### src/rtl/radix4_seq_multiplier.sv
// radix4_seq_multiplier
// Sequential unsigned multiplier. Each RUN cycle it consumes two bits of the
// multiplier and adds the matching 2-bit lookup partial product of the
// multiplicand, shifted by 2*cnt, into a 2*SIZE-bit accumulator.
//
// Ports:
//   clk    rising-edge clock
//   reset  synchronous, active-high reset
//   start  operation request, sampled only while ready=1
//   A, B   multiplicand / multiplier, latched on an accepted start
//   ready  high only in IDLE
//   busy   high only in RUN
//   done   one-cycle pulse, M freshly updated
//   M      product, held until the next completion
//
// Optional build macro RADIX4_SEQ_MULT_EARLY_EXIT_EN: finish RUN as soon as
// the remaining multiplier bits are all zero. Results are unchanged, only
// the latency shrinks.
//
// state | meaning
// IDLE  | waiting for start; operands latched on accept
// RUN   | one radix-4 digit of B accumulated per cycle
// DONE  | done pulse; M holds the new product
module radix4_seq_multiplier #(
  parameter int SIZE = 4
) (
  input  logic              clk,
  input  logic              reset,
  input  logic              start,
  input  logic [SIZE-1:0]   A,
  input  logic [SIZE-1:0]   B,
  output logic              ready,
  output logic              busy,
  output logic              done,
  output logic [2*SIZE-1:0] M
);

  localparam int STEPS = SIZE / 2;
  // Keep the counter at least one bit wide when SIZE=2 (a single digit).
  localparam int CW = (STEPS > 1) ? $clog2(STEPS) : 1;

  typedef enum logic [1:0] {
    S_IDLE,
    S_RUN,
    S_DONE
  } state_t;

  state_t state, next_state;

  logic [SIZE-1:0]   a_r;
  logic [SIZE-1:0]   b_sh;
  logic [2*SIZE-1:0] acc;
  logic [CW-1:0]     cnt;

  logic [SIZE+1:0]   pp;
  logic [2*SIZE-1:0] pp_shifted;
  logic [2*SIZE-1:0] acc_next;
  logic [SIZE-1:0]   b_next;
  logic              finish;

  always_comb begin
    pp = '0;
    case (b_sh[1:0])
      2'b00: pp = '0;
      2'b01: pp = {2'b00, a_r};
      2'b10: pp = {1'b0, a_r, 1'b0};
      2'b11: pp = {1'b0, a_r, 1'b0} + {2'b00, a_r};
      default: pp = '0;
    endcase
  end

  // Shift amount is 2*cnt; appending a zero bit doubles cnt without a multiply.
  assign pp_shifted = (2*SIZE)'(pp) << {cnt, 1'b0};
  assign acc_next   = acc + pp_shifted;
  assign b_next     = b_sh >> 2;

`ifdef RADIX4_SEQ_MULT_EARLY_EXIT_EN
  // b_next is always zero after the last digit, so this also covers the
  // full-length case.
  assign finish = (b_next == '0);
`else
  assign finish = (cnt == CW'(STEPS - 1));
`endif

  always_ff @(posedge clk) begin
    if (reset) begin
      state <= S_IDLE;
    end else begin
      state <= next_state;
    end
  end

  always_comb begin
    next_state = state;
    ready      = 1'b0;
    busy       = 1'b0;
    done       = 1'b0;
    case (state)
      S_IDLE: begin
        ready = 1'b1;
        if (start) next_state = S_RUN;
      end
      S_RUN: begin
        busy = 1'b1;
        if (finish) next_state = S_DONE;
      end
      S_DONE: begin
        done       = 1'b1;
        next_state = S_IDLE;
      end
      default: next_state = S_IDLE;
    endcase
  end

  always_ff @(posedge clk) begin
    if (reset) begin
      a_r  <= '0;
      b_sh <= '0;
      acc  <= '0;
      cnt  <= '0;
      M    <= '0;
    end else begin
      case (state)
        S_IDLE: begin
          if (start) begin
            a_r  <= A;
            b_sh <= B;
            acc  <= '0;
            cnt  <= '0;
          end
        end
        S_RUN: begin
          acc  <= acc_next;
          b_sh <= b_next;
          cnt  <= cnt + CW'(1);
          if (finish) M <= acc_next;
        end
        default: ;
      endcase
    end
  end

endmodule

### config.mk
export PLATFORM = sky130hd
export DESIGN_NAME = radix4_seq_multiplier
export DESIGN_NICKNAME = d
export VERILOG_FILES = /design/src/rtl/radix4_seq_multiplier.sv
export SDC_FILE = /design/constraint.sdc
export NUM_CORES = 1
export LEC_CHECK = 0
export BUFFER_PORTS_ARGS = -buffer_cell sky130_fd_sc_hd__buf_4
export CAP_MARGIN = 5
export CORE_MARGIN = 2
export CORE_UTILIZATION = 30
export CTS_BUF_LIST = sky130_fd_sc_hd__clkbuf_8
export CTS_CLUSTER_DIAMETER = 150
export DETAILED_ROUTE_END_ITERATION = 7
export PLACE_DENSITY = 0.48
export SYNTH_ARGS = -nofsm -noshare
export SYNTH_HDL_FRONTEND = slang
export SYNTH_SLANG_ARGS = --single-unit
export TNS_END_PERCENT = 10
### constraint.sdc
create_clock -name clk -period 6.7 [get_ports clk]
set_input_delay 0.67 -clock clk [delete_from_list [all_inputs] [get_ports clk]]
set_output_delay 0.67 -clock clk [all_outputs]
set_load 0.1 [all_outputs]
==> impl_results.md, run 1 <==
* Layout net count at 233
* Register-to-Register Path Depth at 13
* Async SR Flop Fraction at 0
* Initial Util at 0.311
* CTS resizes at 0
* Rel. slew slack at 0.477
* Post-Synthesis Cells at 195
* Grt total ovfl at 0
* CORE AREA at 5110 µm²
* Worst R2R End: M[6]$_SDFFE_PP0P_
* CTS Buffer Depth at 2
* R2R setup slack at ~3.7 ns
* Critical path's largest stage delay at 0.47 ns
* Initial antenna violation count at 0
* WHS at around 0.46 ns
* CTS tree: done
* Status: completed
* Synthesized area at 1590 µm²
* Startpoint Class: register
* Placer congestion estimate at ~0.77
* Routed len/inst at 12.3 µm
* Fmax at around 0.34 GHz
* P per Cell Area at 191 nW/µm²
* Share of layout cells above drive strength 1 at 0.163
* Final wirelength at 3420 µm
* Leakage at 0.000707 µW
* PnR worst setup slack at ~3.7 ns
* Skew-Pair Late Insertion Delay at around 0.28 ns
* Setup TNS at 0 ns
* Hold Vio Cnt, Final at 0
* Vias in the first global route at between 1000 and 1500
* First-pass GRT wire length at 5960 µm
* DRT Pass-1 Iters at 4
* Distinct cells, synth at 44
* Source of the critical timing path: a_r[1]$_SDFFE_PP0P_
* IO Pins at 22
* Yosys reg bits at 27
* Synth warn at 0
* Reg2reg start: a_r[1]$_SDFFE_PP0P_
* Synth Flop Type: dfxtp_1
* Die Ht at between 70 and 80 µm
* Most numerous cell in the Yosys netlist: nand2_1
* Row count at 26
* Crit-path cells: ha_1, inv_1, fa_1, a21oi_1, a22o_1, nor2_1, a21oi_1, ha_1, a211oi_1, o21bai_1, a21oi_1, xor2_1, o31ai_1
* Post-synth top area cell: dfxtp_1
* Crit path to: M[6]$_SDFFE_PP0P_
* Final Non-Filler Cells at ~280
* GRT Total Usage at 0.124
* Fraction of the yosys area taken by sequential cells at 0.341
* Worst Max-Slew Pin Slew at just under 0.8 ns
* Die ar. at 5890 µm²
* Chip width at about 77 µm
* Largest net degree at the start of global routing at 33
* Synth-to-Final Area Change at 13.6%
* Htree depth at 1
* Syn_nets at around 220
* Hold Buf Count CTS at 0
* Most used cell, CP: a21oi_1
* Setup Buffers After CTS at 0
* Via density at approximately 4.7
* Dpl ws at between 3 and 4 ns
* Crit Path Category: register to register
* Clock-pin slew on the worst setup and hold paths at approximately 0.10 ns
* RSZ-0062 raised after global routing: false
* Via count at ~1300
* Synth top cells by count: nand2_1 (35), dfxtp_1 (27), a21oi_1 (25), nor2_1 (20), ha_1 (11)
* Antenna Cells at 0
* Root Driver: clkbuf_8
* Crit path max-delay cell type: fa_1
* Number of enable flip-flop cells after synthesis at 0
* DR DRC count at 0
* Post-DRT Antenna Nets at 0
* Buffers on Ports at 21
* Post-DP HPWL at 2480 µm
* Number of max-cap violations at 0
* # placed instances at roughly 270
* Max IR drop VDD at between 0.08 and 0.09 mV
* CP arrival at about 3.1 ns
* Total CTS buffers at 3
* Post-synth top area share at 0.341
* # setup viols final at 0
* Final period util at 0.442
* Slew Viols, Final at 0
* Layout Skew at roughly 0.0039 ns
* Worst setup EP type: register
* Min Tclk post-route at between 2 and 3 ns
* Worst EP required at 6.86 ns
* CTS sink count at 27
* Iter 0 DRT Violations at a little under 80
* Crit-path max FO at 5
* Hold WC Path Type: register to register
* Area contributors post-synth: dfxtp_1 (34%), ha_1 (8.7%), nand2_1 (8.3%)
* Syn_area_per_cell at between 8 and 9 µm²
[cell families after synthesis]
family                     after synthesis  share of synthesized area
AOI/OAI and AO/OA                       54                      0.222
xor gates and xnor gates                 8                     0.0442
adders and majority gates               13                      0.112
buffers and inverters                   17                     0.0639
DFF                                     27                      0.341
and+or+nand+nor                         76                      0.217
[critical path: cells and delay by family, from the launching register on]
family,cells,cell delay [ns]
adders and majority gates,3,1.02
AOI/OAI and AO/OA,7,1.02
DFF,1,0.41
xor gates and xnor gates,1,0.24
and+or+nand+nor,1,0.08
buffers and inverters,1,0.05
[where the power goes]
group          leakage [µW]  switching, µW  internal [µW]
Clock             0.0000217           56.5           42.3
Sequential         0.000219           9.72            167
Combinational      0.000466           47.4           22.5
Total              0.000707            114            232
[through the flow]
step	cell area, µm²	total power (µW)	utilization
global placement	1750	252	0.343
detailed placement	1750	251	0.343
finish	1800	345	0.353
floorplan	1590	236	-
global route	1800	366	0.353
CTS	1800	352	0.353
[routing by layer]
metal	GRT usage	vias up	routed length, µm
met5	0	-	0
met3	0.0200	2	90
met1	0.179	585	1870
li1	-	706	-
met4	0.0382	0	27
met2	0.189	14	1430
[flip-flops by register name, indices dropped and copies added (netlist names)]
name / count
M: 8
acc: 8
a_r: 4
b_sh: 4
state: 2
cnt: 1
[placed cells by master, fill, tap and decap left out, types with 3 or more instances in the layout]
| cell type | count |
|---|---|
| ha_1 | 11 |
| nor2_1 | 20 |
| xnor2_1 | 6 |
| clkbuf_8 | 3 |
| nand2b_1 | 4 |
| nand3_1 | 7 |
| dfxtp_1 | 27 |
| nand2_1 | 35 |
| a21oi_1 | 25 |
| buf_4 | 21 |
| o21ai_0 | 5 |
| inv_1 | 4 |
[final cells by class]
cell class | instances | area, µm²
timing repair buffer | 21 | 158
fill | 570 | 3300
multi-input combinational | 151 | 945
inverter | 5 | 23.8
sequential | 27 | 541
clock inverter | 1 | 7.51
clock buffer | 3 | 41.3
tap | 70 | 87.6
[worst min-delay path by stage]
stage	from	cells past startpoint	endpoint	slack (ns)
3_3_place_gp	M[1]$_SDFFE_PP0P_	2	M[1]$_SDFFE_PP0P_	0.45
6_report	M[0]$_SDFFE_PP0P_	2	M[0]$_SDFFE_PP0P_	0.46
5_1_grt	M[1]$_SDFFE_PP0P_	2	M[1]$_SDFFE_PP0P_	0.50
2_1_floorplan	b_sh[2]$_SDFFE_PP0P_	2	b_sh[2]$_SDFFE_PP0P_	0.45
3_5_place_dp	M[0]$_SDFFE_PP0P_	2	M[0]$_SDFFE_PP0P_	0.45
4_1_cts	M[0]$_SDFFE_PP0P_	2	M[0]$_SDFFE_PP0P_	0.46
(Power assumes the default switching activity.)
==> run 2, diff against run 1 <==
==> constraint.sdc (replaced) <==
create_clock -name clk -period 3 [get_ports clk]
set_input_delay 0.3 -clock clk [delete_from_list [all_inputs] [get_ports clk]]
set_output_delay 0.3 -clock clk [all_outputs]
set_load 0.1 [all_outputs]
==> impl_results.md, run 2 (synthesized netlist as in run 1, its figures left out) <==
* Status: completed
* Hold Vio Cnt, Final at 0
* RSZ-0062 raised after global routing: true
* Min Tclk post-route at 2.82 ns
* # setup viols final at 0
* Crit-path max FO at 5
* Layout net count at between 200 and 250
* Hold WC Path Type: primary input to register
* Skew-Pair Late Insertion Delay at about 0.27 ns
* IO Pins at 22
* Rel. slew slack at 0.599
* Clock-pin slew on the worst setup and hold paths at ~0.090 ns
* WHS at approximately 0.26 ns
* Share of layout cells above drive strength 1 at 0.193
* Commonest non-fill, non-tap cell in the layout: nand2_1
* P per Cell Area at around 420 nW/µm²
* Iter 0 DRT Violations at 22
* Buffers on Ports at 21
* Source of the critical timing path: a_r[1]$_SDFFE_PP0P_
* Commonest non-fill, non-tap cells in the layout: nand2_1 (35), buf_4 (25), dfxtp_1 (24), a21oi_1 (24), nor2_1 (20)
* Startpoint Class: register
* Via count at between 1000 and 1500
* PnR worst setup slack at between 0.15 and 0.2 ns
* Worst setup EP type: register
* First-pass GRT wire length at between 5000 and 6000 µm
* Fillers at 566
* Initial antenna violation count at 0
* Fmax at between 0.3 and 0.4 GHz
* Vias in the first global route at around 1200
* Row count at 26
* Routed len/inst at ~12 µm
* GRT Total Usage at 0.122
* Htree depth at 1
* Register-to-Register Path Depth at 13
* Worst Max-Slew Pin Slew at about 0.6 ns
* Reg2reg start: a_r[1]$_SDFFE_PP0P_
* Post-DP HPWL at 2540 µm
* Chip width at between 70 and 80 µm
* Final period util at 0.940
* Die Ht at roughly 77 µm
* CP arrival at between 2 and 3 ns
* Hold_sp: A[1]
* Hold Buf Count CTS at 0
* Crit Path Category: register to register
* Synth-to-Final Area Change at 15.8%
* Total CTS buffers at 3
* Grt total ovfl at 0
* Leakage at about 0.00073 µW
* Worst EP required at around 3.2 ns
* Number of max-cap violations at 0
* DR DRC count at 0
* CORE AREA at 5110 µm²
* Via density at around 4.7
* Root Driver: clkbuf_8
* Hold Path Cell Cnt at 3
* DRT Pass-1 Iters at 4
* Post-DRT Antenna Nets at 0
* CTS tree: done
* Max IR drop VDD at 0.217 mV
* Top flop regs: M (8), acc (8)
* Initial Util at 0.311
* R2R setup slack at roughly 0.18 ns
* Largest net degree at the start of global routing at 33
* CTS sink count at 27
* Die ar. at a little under 6000 µm²
* Final wirelength at ~3400 µm
* Slew Viols, Final at 0
* Dpl ws at around 0.094 ns
* Placer congestion estimate at 0.786
* Layout Skew at 0.00246 ns
* Antenna Cells at 0
* CTS Buffer Depth at 2
## run 2: cell count changes in the layout (fill, tap and decap cells not counted), sizes merged
cell      before  now
buf           21   25
clkinvlp       1    0
inv            5    6
## run 2: metal layers
metal / track usage / vias up / part of all wire
met5: 0 / - / 0
met3: 0.0294 / 2 / 0.025
met1: 0.166 / 591 / 0.52
li1: - / 712 / -
met2: 0.192 / 14 / 0.44
met4: 0.0327 / 0 / 0.0080
## run 2: through the flow
stage               setup TNS (ns)  instance area, µm²  utilization  cells  total power [µW]
finish                           0                1840        0.360    282               764
global route               -0.0705                1840        0.360    282               810
detailed placement               0                1780        0.349    278               566
global placement                 0                1780        0.349    278               567
floorplan                        0                1590            -    195               527
CTS                              0                1830        0.358    282               780
## run 2: cell type report
cell class	instances	area (µm²)	share of cell area
flip-flops and latches	27	544	0.296
clock buffers	3	41.3	0.0225
inverters	5	23.8	0.0129
repair buffers	25	188	0.102
well taps	70	87.6	0.0477
clock inverters	1	3.75	0.00204
multi-input cells	151	948	0.516
## run 2: worst paths after layout
check                             end
setup reg to reg    M[6]$_SDFFE_PP0P_
hold reg to reg     M[0]$_SDFFE_PP0P_
hold / removal    a_r[1]$_SDFFE_PP0P_
setup / recovery    M[6]$_SDFFE_PP0P_
## run 2: repair_timing
action,in CTS,in global routing
gates resized for setup,0,4
setup buffers,0,0
setup endpoints to repair,0,5
## run 2: power by group
| group | internal (µW) | switching, µW |
|---|---|---|
| clock network | 91.8 | 116 |
| logic | 55.4 | 112 |
| registers | 373 | 15.4 |
## run 2: worst max-delay path: stages, from the launching register on
cell	delay, ns
dfxtp_2	0.37
ha_1	0.17
inv_1	0.05
fa_1	0.47
a21oi_1	0.06
a22o_1	0.24
nor2_1	0.09
a21oi_1	0.05
ha_1	0.34
a211oi_1	0.27
o21bai_1	0.12
a21oi_2	0.14
xor2_1	0.21
o31ai_1	0.10
